===== config.mk =====
export PLATFORM = sky130hd
export DESIGN_NAME = counter_arbiter_flat
export DESIGN_NICKNAME = d
export VERILOG_FILES = /design/src/rtl/counter_arbiter_if.sv /design/src/rtl/counter_arbiter.sv /design/src/flat_wrapper.sv
export SDC_FILE = /design/constraint.sdc
export NUM_CORES = 1
export LEC_CHECK = 0
export CORE_ASPECT_RATIO = 1.5
export CORE_MARGIN = 2
export CORE_UTILIZATION = 25
export DETAILED_ROUTE_END_ITERATION = 16
export GPL_TIMING_DRIVEN = 0
export PLACE_DENSITY_LB_ADDON = 0.12
export SLEW_MARGIN = 20
export SYNTH_ARGS = -nofsm -noshare
export SYNTH_HDL_FRONTEND = slang
export SYNTH_SLANG_ARGS = --single-unit

===== constraint.sdc =====
create_clock -name pixel_clk_in -period 3.7 [get_ports pixel_clk_in]
set_clock_uncertainty 0.05 [all_clocks]
set_input_delay 0.74 -clock pixel_clk_in [delete_from_list [all_inputs] [get_ports pixel_clk_in]]
set_output_delay 0.74 -clock pixel_clk_in [all_outputs]
set_load 0.01 [all_outputs]

===== src/rtl/counter_arbiter_if.sv =====
// Player request/response, round-clear and table-render signals of counter_arbiter.
interface counter_arbiter_if #(
  parameter int unsigned ITEM_W = 4
);
  logic              p1_req_in;
  logic              p1_op_in;
  logic [3:0]        p1_slot_in;
  logic [ITEM_W-1:0] p1_item_in;
  logic              p1_ack_out;
  logic              p1_ok_out;
  logic [ITEM_W-1:0] p1_item_out;

  logic              p2_req_in;
  logic              p2_op_in;
  logic [3:0]        p2_slot_in;
  logic [ITEM_W-1:0] p2_item_in;
  logic              p2_ack_out;
  logic              p2_ok_out;
  logic [ITEM_W-1:0] p2_item_out;

  logic              clear_in;
  logic [3:0]        render_slot_in;
  logic [ITEM_W-1:0] render_item_out;
  logic              busy_out;

  // Players, clear source and renderer.
  modport master (
    output p1_req_in, p1_op_in, p1_slot_in, p1_item_in,
    output p2_req_in, p2_op_in, p2_slot_in, p2_item_in,
    output clear_in, render_slot_in,
    input  p1_ack_out, p1_ok_out, p1_item_out,
    input  p2_ack_out, p2_ok_out, p2_item_out,
    input  render_item_out, busy_out
  );

  // The counter table itself.
  modport slave (
    input  p1_req_in, p1_op_in, p1_slot_in, p1_item_in,
    input  p2_req_in, p2_op_in, p2_slot_in, p2_item_in,
    input  clear_in, render_slot_in,
    output p1_ack_out, p1_ok_out, p1_item_out,
    output p2_ack_out, p2_ok_out, p2_item_out,
    output render_item_out, busy_out
  );
endinterface


===== src/rtl/counter_arbiter.sv =====
// Shared counter table for two players: round-robin arbitration of place /
// pick-up transactions, round clear, and a registered render read port.
module counter_arbiter #(
  parameter int unsigned NUM_SLOTS = 16,
  parameter int unsigned ITEM_W    = 4
) (
  input  logic             pixel_clk_in,
  input  logic             rst_in,
  counter_arbiter_if.slave bus
);

  localparam int unsigned SLOT_W = 4;
  localparam int unsigned IDX_W  = (NUM_SLOTS > 1) ? $clog2(NUM_SLOTS) : 1;

  typedef enum logic [1:0] {
    S_IDLE  = 2'd0,
    S_GRANT = 2'd1,
    S_EXEC  = 2'd2,
    S_ACK   = 2'd3
  } state_t;

  state_t            r_state;
  logic [ITEM_W-1:0] r_slots [NUM_SLOTS];

  // Tie-break pointer: set means the next contested grant goes to player 2.
  logic              r_tie_p2;
  logic              r_win_p2;
  logic              r_op;
  logic [SLOT_W-1:0] r_slot;
  logic [ITEM_W-1:0] r_item;
  logic [ITEM_W-1:0] r_hold;
  logic [ITEM_W-1:0] r_pick;
  logic              r_legal;

  logic              r_p1_ack;
  logic              r_p1_ok;
  logic [ITEM_W-1:0] r_p1_item;
  logic              r_p2_ack;
  logic              r_p2_ok;
  logic [ITEM_W-1:0] r_p2_item;
  logic              r_busy;
  logic [ITEM_W-1:0] r_render;

  logic              w_both_req;
  logic              w_any_req;
  logic              w_pick_p2;
  logic              w_slot_ok;
  logic [IDX_W-1:0]  w_idx;
  logic              w_place_ok;
  logic              w_pickup_ok;
  logic              w_render_ok;
  logic [IDX_W-1:0]  w_render_idx;

  // Arbitration: a lone requester wins; a tie goes to the player flagged by r_tie_p2.
  assign w_both_req = bus.p1_req_in & bus.p2_req_in;
  assign w_any_req  = bus.p1_req_in | bus.p2_req_in;
  assign w_pick_p2  = w_both_req ? r_tie_p2 : bus.p2_req_in;

  // Legality of the latched transaction, judged against the slot snapshot in r_hold.
  assign w_slot_ok   = (32'(r_slot) < NUM_SLOTS);
  assign w_idx       = r_slot[IDX_W-1:0];
  assign w_place_ok  = w_slot_ok && (r_hold == '0) && (r_item != '0);
  assign w_pickup_ok = w_slot_ok && (r_hold != '0);

  assign w_render_ok  = (32'(bus.render_slot_in) < NUM_SLOTS);
  assign w_render_idx = bus.render_slot_in[IDX_W-1:0];

  // Transaction FSM, slot array writes and registered player responses.
  always_ff @(posedge pixel_clk_in or posedge rst_in) begin
    if (rst_in) begin
      r_state   <= S_IDLE;
      for (int i = 0; i < NUM_SLOTS; i++) r_slots[i] <= '0;
      r_tie_p2  <= 1'b0;
      r_win_p2  <= 1'b0;
      r_op      <= 1'b0;
      r_slot    <= '0;
      r_item    <= '0;
      r_hold    <= '0;
      r_pick    <= '0;
      r_legal   <= 1'b0;
      r_p1_ack  <= 1'b0;
      r_p1_ok   <= 1'b0;
      r_p1_item <= '0;
      r_p2_ack  <= 1'b0;
      r_p2_ok   <= 1'b0;
      r_p2_item <= '0;
      r_busy    <= 1'b0;
    end else begin
      r_p1_ack  <= 1'b0;
      r_p1_ok   <= 1'b0;
      r_p1_item <= '0;
      r_p2_ack  <= 1'b0;
      r_p2_ok   <= 1'b0;
      r_p2_item <= '0;
      case (r_state)
        S_IDLE: begin
          if (bus.clear_in) begin
            for (int i = 0; i < NUM_SLOTS; i++) r_slots[i] <= '0;
          end else if (w_any_req) begin
            r_win_p2 <= w_pick_p2;
            if (w_both_req) r_tie_p2 <= ~w_pick_p2;
            r_op     <= w_pick_p2 ? bus.p2_op_in   : bus.p1_op_in;
            r_slot   <= w_pick_p2 ? bus.p2_slot_in : bus.p1_slot_in;
            r_item   <= w_pick_p2 ? bus.p2_item_in : bus.p1_item_in;
            r_busy   <= 1'b1;
            r_state  <= S_GRANT;
          end
        end
        S_GRANT: begin
          r_hold  <= w_slot_ok ? r_slots[w_idx] : '0;
          r_state <= S_EXEC;
        end
        S_EXEC: begin
          if (!r_op) begin
            r_legal <= w_place_ok;
            r_pick  <= '0;
            if (w_place_ok) r_slots[w_idx] <= r_item;
          end else begin
            r_legal <= w_pickup_ok;
            r_pick  <= w_pickup_ok ? r_hold : '0;
            if (w_pickup_ok) r_slots[w_idx] <= '0;
          end
          r_state <= S_ACK;
        end
        S_ACK: begin
          if (r_win_p2) begin
            r_p2_ack  <= 1'b1;
            r_p2_ok   <= r_legal;
            r_p2_item <= r_pick;
          end else begin
            r_p1_ack  <= 1'b1;
            r_p1_ok   <= r_legal;
            r_p1_item <= r_pick;
          end
          r_busy  <= 1'b0;
          r_state <= S_IDLE;
        end
        default: begin
          r_busy  <= 1'b0;
          r_state <= S_IDLE;
        end
      endcase
    end
  end

  // Render read port: one-cycle registered lookup, zero for out-of-range slots.
  always_ff @(posedge pixel_clk_in or posedge rst_in) begin
    if (rst_in) begin
      r_render <= '0;
    end else begin
      r_render <= w_render_ok ? r_slots[w_render_idx] : '0;
    end
  end

  assign bus.p1_ack_out      = r_p1_ack;
  assign bus.p1_ok_out       = r_p1_ok;
  assign bus.p1_item_out     = r_p1_item;
  assign bus.p2_ack_out      = r_p2_ack;
  assign bus.p2_ok_out       = r_p2_ok;
  assign bus.p2_item_out     = r_p2_item;
  assign bus.render_item_out = r_render;
  assign bus.busy_out        = r_busy;

endmodule

===== src/flat_wrapper.sv =====
// flat-port wrapper written by rule: the top's interface ports become plain ports
module counter_arbiter_flat 
#(
  parameter int unsigned NUM_SLOTS = 16,
  parameter int unsigned ITEM_W    = 4
)
  (pixel_clk_in, rst_in, bus_p1_req_in, bus_p1_op_in, bus_p1_slot_in, bus_p1_item_in, bus_p2_req_in, bus_p2_op_in, bus_p2_slot_in, bus_p2_item_in, bus_clear_in, bus_render_slot_in, bus_p1_ack_out, bus_p1_ok_out, bus_p1_item_out, bus_p2_ack_out, bus_p2_ok_out, bus_p2_item_out, bus_render_item_out, bus_busy_out);
  counter_arbiter_if #(.ITEM_W(ITEM_W)) bus_i ();
  input  logic pixel_clk_in;
  input  logic rst_in;
  input wire logic [$bits(bus_i.p1_req_in)-1:0] bus_p1_req_in;
  input wire logic [$bits(bus_i.p1_op_in)-1:0] bus_p1_op_in;
  input wire logic [$bits(bus_i.p1_slot_in)-1:0] bus_p1_slot_in;
  input wire logic [$bits(bus_i.p1_item_in)-1:0] bus_p1_item_in;
  input wire logic [$bits(bus_i.p2_req_in)-1:0] bus_p2_req_in;
  input wire logic [$bits(bus_i.p2_op_in)-1:0] bus_p2_op_in;
  input wire logic [$bits(bus_i.p2_slot_in)-1:0] bus_p2_slot_in;
  input wire logic [$bits(bus_i.p2_item_in)-1:0] bus_p2_item_in;
  input wire logic [$bits(bus_i.clear_in)-1:0] bus_clear_in;
  input wire logic [$bits(bus_i.render_slot_in)-1:0] bus_render_slot_in;
  output wire logic [$bits(bus_i.p1_ack_out)-1:0] bus_p1_ack_out;
  output wire logic [$bits(bus_i.p1_ok_out)-1:0] bus_p1_ok_out;
  output wire logic [$bits(bus_i.p1_item_out)-1:0] bus_p1_item_out;
  output wire logic [$bits(bus_i.p2_ack_out)-1:0] bus_p2_ack_out;
  output wire logic [$bits(bus_i.p2_ok_out)-1:0] bus_p2_ok_out;
  output wire logic [$bits(bus_i.p2_item_out)-1:0] bus_p2_item_out;
  output wire logic [$bits(bus_i.render_item_out)-1:0] bus_render_item_out;
  output wire logic [$bits(bus_i.busy_out)-1:0] bus_busy_out;
  assign bus_i.p1_req_in = bus_p1_req_in;
  assign bus_i.p1_op_in = bus_p1_op_in;
  assign bus_i.p1_slot_in = bus_p1_slot_in;
  assign bus_i.p1_item_in = bus_p1_item_in;
  assign bus_i.p2_req_in = bus_p2_req_in;
  assign bus_i.p2_op_in = bus_p2_op_in;
  assign bus_i.p2_slot_in = bus_p2_slot_in;
  assign bus_i.p2_item_in = bus_p2_item_in;
  assign bus_i.clear_in = bus_clear_in;
  assign bus_i.render_slot_in = bus_render_slot_in;
  assign bus_p1_ack_out = bus_i.p1_ack_out;
  assign bus_p1_ok_out = bus_i.p1_ok_out;
  assign bus_p1_item_out = bus_i.p1_item_out;
  assign bus_p2_ack_out = bus_i.p2_ack_out;
  assign bus_p2_ok_out = bus_i.p2_ok_out;
  assign bus_p2_item_out = bus_i.p2_item_out;
  assign bus_render_item_out = bus_i.render_item_out;
  assign bus_busy_out = bus_i.busy_out;
  counter_arbiter #(.NUM_SLOTS(NUM_SLOTS), .ITEM_W(ITEM_W)) u_core (.pixel_clk_in(pixel_clk_in), .rst_in(rst_in), .bus(bus_i));
endmodule

==> results of run 1 <==
## worst max-delay path by stage
stage	slack [ps]	to
2_1_floorplan	210	u_core.bus.busy_out$_DFFE_PP0P_
3_3_place_gp	-1400	u_core.r_slots[29]$_DFFE_PP0P_
3_5_place_dp	540	u_core.r_slots[45]$_DFFE_PP0P_
4_1_cts	880	u_core.r_slots[49]$_DFFE_PP0P_
5_1_grt	770	u_core.r_slots[61]$_DFFE_PP0P_
6_report	900	u_core.r_slots[49]$_DFFE_PP0P_
## power by group through the flow
stage / Sequential, mW / Combinational (mW) / Clock [mW]
finish: 1.41 / 1.65 / 1.01
global route: 1.42 / 1.81 / 1.08
CTS: 1.41 / 1.67 / 1.04
detailed placement: 1.42 / 1.66 / 0
global placement: 1.42 / 1.65 / 0
floorplan: 1.38 / 1.15 / 0
## cell type report
cell class | count | share of cell area
sequential | 103 | 0.4049
multi-input combinational | 271 | 0.3929
timing repair buffer | 42 | 0.06879
tap | 268 | 0.05267
clock buffer | 9 | 0.03538
buffer | 30 | 0.02476
clock inverter | 7 | 0.01336
inverter | 11 | 0.007272
## per-stage QoR
step	power (mW)	utilization	setup WS, ps	TNS (ps)	instances
2_1_floorplan	2.534	-	206.2	0	415
3_3_place_gp	3.072	0.2882	-1398	-142540	724
3_5_place_dp	3.088	0.2897	538.8	0	725
4_1_cts	4.117	0.3046	876.5	0	741
5_1_grt	4.315	0.3046	766.7	0	741
6_report	4.067	0.3046	903.7	0	741
## logic make-up after synthesis
| group | after synthesis | synth area share |
|---|---|---|
| AO/OA/AOI/OAI | 115 | 0.1935 |
| XOR/XNOR | 1 | 0.001660 |
| adder cells (fa/ha/maj) | 5 | 0.01185 |
| buffers and inverters | 41 | 0.03770 |
| flip-flops | 103 | 0.4884 |
| multiplexers | 53 | 0.1669 |
| AND/OR/NAND/NOR | 97 | 0.1000 |
## per-layer routing
layer / global-route usage / wire, µm / vias to the layer above
met1: 0.1866 / 6591 / 2026
met5: 0 / 0 / -
li1: - / - / 1721
met3: 0.02104 / 642 / 35
met4: 0.07724 / 770 / 0
met2: 0.3062 / 9644 / 127
## registers in the layout, summed over array words and instances, names as in the netlist
register,cells
u_core.bus.p1_item_out,4
u_core.r_slots,64
u_core.r_state,2
u_core.r_slot,4
u_core.r_win_p2,1
u_core.bus.p2_ok_out,1
u_core.r_tie_p2,1
u_core.bus.p1_ack_out,1
u_core.bus.p2_ack_out,1
u_core.r_op,1
u_core.bus.busy_out,1
u_core.r_hold,4
u_core.bus.p2_item_out,4
u_core.r_legal,1
u_core.bus.p1_ok_out,1
u_core.bus.render_item_out,4
u_core.r_pick,4
u_core.r_item,4
## placed cells by master (no fill, tap or decap), drive strengths merged
master / Yosys / routed
a221oi: 4 / 4
a22oi: 1 / 1
a41oi: 4 / 4
and2: 6 / 6
and3: 6 / 6
and4bb: 1 / 1
buf: 15 / 16
bufinv: 0 / 1
clkbuf: 15 / 24
clkdlybuf4s50: 0 / 41
dfrtp: 103 / 103
ha: 5 / 5
inv: 11 / 17
mux2i: 25 / 25
mux4: 28 / 28
nand2: 36 / 36
nand3: 6 / 6
nand4: 1 / 1
nand4b: 4 / 4
nand4bb: 6 / 6
nor2: 16 / 16
nor2b: 4 / 4
nor3: 4 / 4
nor4: 1 / 1
o211ai: 16 / 16
o21ai: 25 / 25
o22a: 1 / 1
o2bb2ai: 64 / 64
or4: 2 / 2
or4b: 4 / 4
xnor2: 1 / 1
==> impl_metrics.tcl, run 1 <==
set metrics [dict create \
    postSynthAreaPerCell_um2 12.72 \
    clockBufferDepth 2 \
    ctsResizeCount 0 \
    synth_common_cells "dfrtp_1, o2bb2ai_1, nand2_1" \
    drv_slew 0 \
    regArea_um2 2577 \
    crit_path_frequent_cell "clkbuf_1" \
    hpwl_mm 13.31 \
    synth-seq-cells 103 \
    multi_input_area_um2 2501 \
    fmax_ghz 0.3576 \
    r2r_end "u_core.r_slots[49]$_DFFE_PP0P_" \
    crit_chain "inv_1 -> ha_1 -> clkbuf_1 -> and4bb_2 -> nand2_1 -> clkbuf_1 -> o2bb2ai_1" \
    seq_power_share 0.346 \
    period_share 0.7558 \
    p_sw_mw 1.686 \
    drive_gt1_frac 0.1522 \
    die_h_um 181.9 \
    yosysMostFrequentCell "dfrtp_1" \
    grt_max_degree 70 \
    holdPathEnd "u_core.r_tie_p2$_DFFE_PP0P_" \
    htree_levels 3 \
    track_usage 0.1665 \
    cts_hold_buffers 0 \
    top_level_ports 44 \
    synth_cell_types 37 \
    dr_total_vias 3909 \
    cp.arrival_ps 2950 \
    cts_buffers 9 \
    clkPwrFrac 0.249 \
    max_cap_violations 0 \
    critPathCaptureType "flip-flop" \
    yosys.area.top_type_share 0.4884 \
    fin_crit_ps 2796 \
    die_x_um 122.6 \
    grt_pass1_vias 4057 \
    fillerInstances 2077 \
    clock_sinks 103 \
    postSynthCellCount 415 \
    cp.buffers_inverters 3 \
    criticalPathCategory "flip-flop to flip-flop" \
    avgRoutedWirePerCell_um 23.82 \
    peakVddDrop_uv 256.8 \
    synth_edf_count 0 \
    ys.flop_type "dfrtp_1" \
    cts_setup_buffers 0 \
    min_path_type "flip-flop to flip-flop" \
    start_util 0.2525 \
    drc 0 \
    antenna_found_initial 0 \
    path_clk_slew_ps 70 \
    drt_first_pass_iters 4 \
    io_buffers 41 \
    cp.depth 7 \
    path_delay_family "buffers and inverters" \
    synthArstFlopShare 1.000 \
    worst-path-max-fanout 10 \
    p_leak_nw 2.509 \
    final_area_um2 6366 \
    crit_start "u_core.r_state[0]$_DFFE_PP0P_" \
    synth_top_area_cell "dfrtp_1" \
    place.gp.congestion 0.8983 \
    final_nets 500 \
    place_area_um2 6056 \
    max_slew_margin 0.3783 \
    status "finished clean" \
    core_area_um2 20900 \
    synthTopCellsByArea "dfrtp_1, mux4_2, o2bb2ai_1" \
    holdPathStages 1 \
    viasPerCell 5.275 \
    startpoint_type "flip-flop" \
    p_sw_frac 0.4145 \
    rsz0062_at_grt "false" \
    worst-r2r-cell-count 7 \
    antenna-diode-count 0 \
    syn_area_um2 5278 \
    finalHoldViolations 0 \
    yosysSeqAreaShare 0.4884 \
    synth_nets 447 \
    root_buffer "clkbuf_16" \
    ant_nets 0 \
    std_cell_rows 65 \
    first_iter_violations 268 \
    r2r-start "u_core.r_state[0]$_DFFE_PP0P_" \
    power.density_nw_per_um2 638.9 \
    yosys_warnings 0 \
    wirelength_mm 17.65 \
    cp.required_ps 3850 \
    comb_power_share 0.405 \
    hold_start "u_core.r_tie_p2$_DFFE_PP0P_" \
    regToRegSetupSlack_ps 900 \
    die_area_um2 22310 \
    hold_ws_ps 416.8 \
    tightest_slew_ps 926.4 \
    area_delta_synth_final_pct 20.63 \
    grt.overflow.total 0 \
    power.internal_mw 2.381 \
    setup_violations 0 \
    clk-insertion-delay-late_ps 360 \
    slowest_delay_ps 680 \
    tritoncts "built" \
    cp_slowest_cell "clkbuf_1" \
    grt_pass1_wl_mm 26.60 \
]
(Power assumes the default switching activity.)
==> run 2, diff against run 1 <==
==> constraint.sdc (replaced) <==
create_clock -name pixel_clk_in -period 2.6 [get_ports pixel_clk_in]
set_clock_uncertainty 0.05 [all_clocks]
set_input_delay 0.52 -clock pixel_clk_in [delete_from_list [all_inputs] [get_ports pixel_clk_in]]
set_output_delay 0.52 -clock pixel_clk_in [all_outputs]
set_load 0.01 [all_outputs]
==> impl_metrics.tcl, run 2 (same netlist as run 1, synthesis figures left out) <==
set metrics [dict create \
    place_area_um2 6095 \
    drc 0 \
    area_delta_synth_final_pct 20.96 \
    final_nets 502 \
    ant_nets 0 \
    grt.overflow.total 0 \
    regToRegSetupSlack_ps 150 \
    startpoint_type "flip-flop" \
    power.density_nw_per_um2 899.0 \
    cts_setup_buffers 0 \
    top_register "u_core.r_slots" \
    track_usage 0.1705 \
    wirelength_mm 17.99 \
    cp_slowest_cell "clkbuf_2" \
    top_level_ports 44 \
    root_buffer "clkbuf_16" \
    antenna_found_initial 0 \
    tritoncts "built" \
    cp.arrival_ps 2620 \
    start_util 0.2525 \
    drt_first_pass_iters 5 \
    drive_gt1_frac 0.1624 \
    fillerInstances 2093 \
    grt_pass1_vias 4295 \
    dr_total_vias 3922 \
    finalHoldViolations 0 \
    std_cell_rows 65 \
    place.gp.congestion 0.9013 \
    slowest_delay_ps 450 \
    hold_ws_ps 424.4 \
    criticalPathCategory "flip-flop to flip-flop" \
    total_power_mw 5.739 \
    cp.required_ps 2770 \
    drv_slew 0 \
    peakVddDrop_uv 350.3 \
    io_buffers 41 \
    final_common_cell "dfrtp_1" \
    cts_hold_buffers 0 \
    max_slew_margin 0.4255 \
    fin_crit_ps 2448 \
    worst-path-max-fanout 10 \
    max_cap_violations 0 \
    path_delay_family "simple AND/OR/NAND/NOR gates" \
    die_area_um2 22310 \
    grt_max_degree 32 \
    critPathCaptureType "flip-flop" \
    setup_violations 0 \
    htree_levels 3 \
    period_share 0.9415 \
    cts_buffers 9 \
    viasPerCell 5.286 \
    clk-insertion-delay-late_ps 350 \
    cp.buffers_inverters 2 \
    antenna-diode-count 0 \
    first_iter_violations 358 \
    die_h_um 181.9 \
    crit_chain "inv_1 -> ha_1 -> nor2b_1 -> and4bb_2 -> nand2_1 -> clkbuf_2 -> o2bb2ai_1" \
    largest_register_ffs 64 \
    status "finished clean" \
    clockBufferDepth 2 \
    p_leak_nw 2.516 \
    rsz0062_at_grt "false" \
    clock_sinks 103 \
    final_cell_mix "dfrtp_1, o2bb2ai_1, clkdlybuf4s50_1, nand2_1, mux4_2" \
    path_clk_slew_ps 70 \
    die_x_um 122.6 \
    final_area_um2 6384 \
    grt_pass1_wl_mm 27.55 \
    min_path_type "flip-flop to flip-flop" \
    hpwl_mm 13.54 \
    avgRoutedWirePerCell_um 24.24 \
    fmax_ghz 0.4085 \
    fin_util 0.3054 \
    core_area_um2 20900 \
    tightest_slew_ps 856.0 \
]
[run 2: changes by cell type in the layout (fill, tap and decap cells not counted), sizes merged]
cell	delta
inv	-7
clkinvlp	+2
clkinv	+2
buf	+4
[run 2: power breakdown]
| part | internal (mW) | switching (mW) |
|---|---|---|
| Combinational | 0.825 | 1.58 |
| Sequential | 1.80 | 0.192 |
| Clock | 0.740 | 0.597 |
[run 2: worst paths after layout]
kind | from | end | cells after the start
worst min register to register | u_core.r_tie_p2$_DFFE_PP0P_ | u_core.r_tie_p2$_DFFE_PP0P_ | 1
worst max-delay path | u_core.r_state[1]$_DFFE_PP0P_ | u_core.r_slots[27]$_DFFE_PP0P_ | 7
max in group asynchronous | rst_in | u_core.r_slots[30]$_DFFE_PP0P_ | 4
worst min-delay path | u_core.r_tie_p2$_DFFE_PP0P_ | u_core.r_tie_p2$_DFFE_PP0P_ | 1
min in group asynchronous | rst_in | u_core.r_slots[56]$_DFFE_PP0P_ | 2
worst max register to register | u_core.r_state[1]$_DFFE_PP0P_ | u_core.r_slots[27]$_DFFE_PP0P_ | 7
[run 2: through the flow]
| stage | TNS, ps | instances | setup slack, ps |
|---|---|---|---|
| 4_1_cts | 0 | 742 | 81.67 |
| 3_3_place_gp | -41970 | 724 | -348.8 |
| 6_report | 0 | 742 | 152.0 |
| 5_1_grt | 0 | 742 | 3.046 |
| 2_1_floorplan | 0 | 415 | 484.3 |
| 3_5_place_dp | -12700 | 727 | -367.5 |
[run 2: layout make-up]
class	instances	area, µm²	share of cell area
plain buffers	30	163.9	0.02568
clock buffers	11	232.7	0.03646
clock inverters	4	47.55	0.007448
inverters	11	45.04	0.007056
multi-input cells	271	2504	0.3922
flip-flops and latches	103	2577	0.4038
well taps	268	335.3	0.05253
repair buffers	44	478.0	0.07487
[run 2: timing repair]
| action | 4_1_cts | 5_1_grt |
|---|---|---|
| gates cloned | 0 | 0 |
| gates resized for setup | 6 | 2 |
| endpoints found under the setup margin | 40 | 3 |
[run 2: layer usage]
metal | vias to the layer above | wire length (µm) | track usage
met1 | 2028 | 6720 | 0.1906
met4 | 0 | 827 | 0.08874
met3 | 43 | 636 | 0.02356
met2 | 132 | 9800 | 0.3080
li1 | 1719 | - | -
met5 | - | 0 | 0
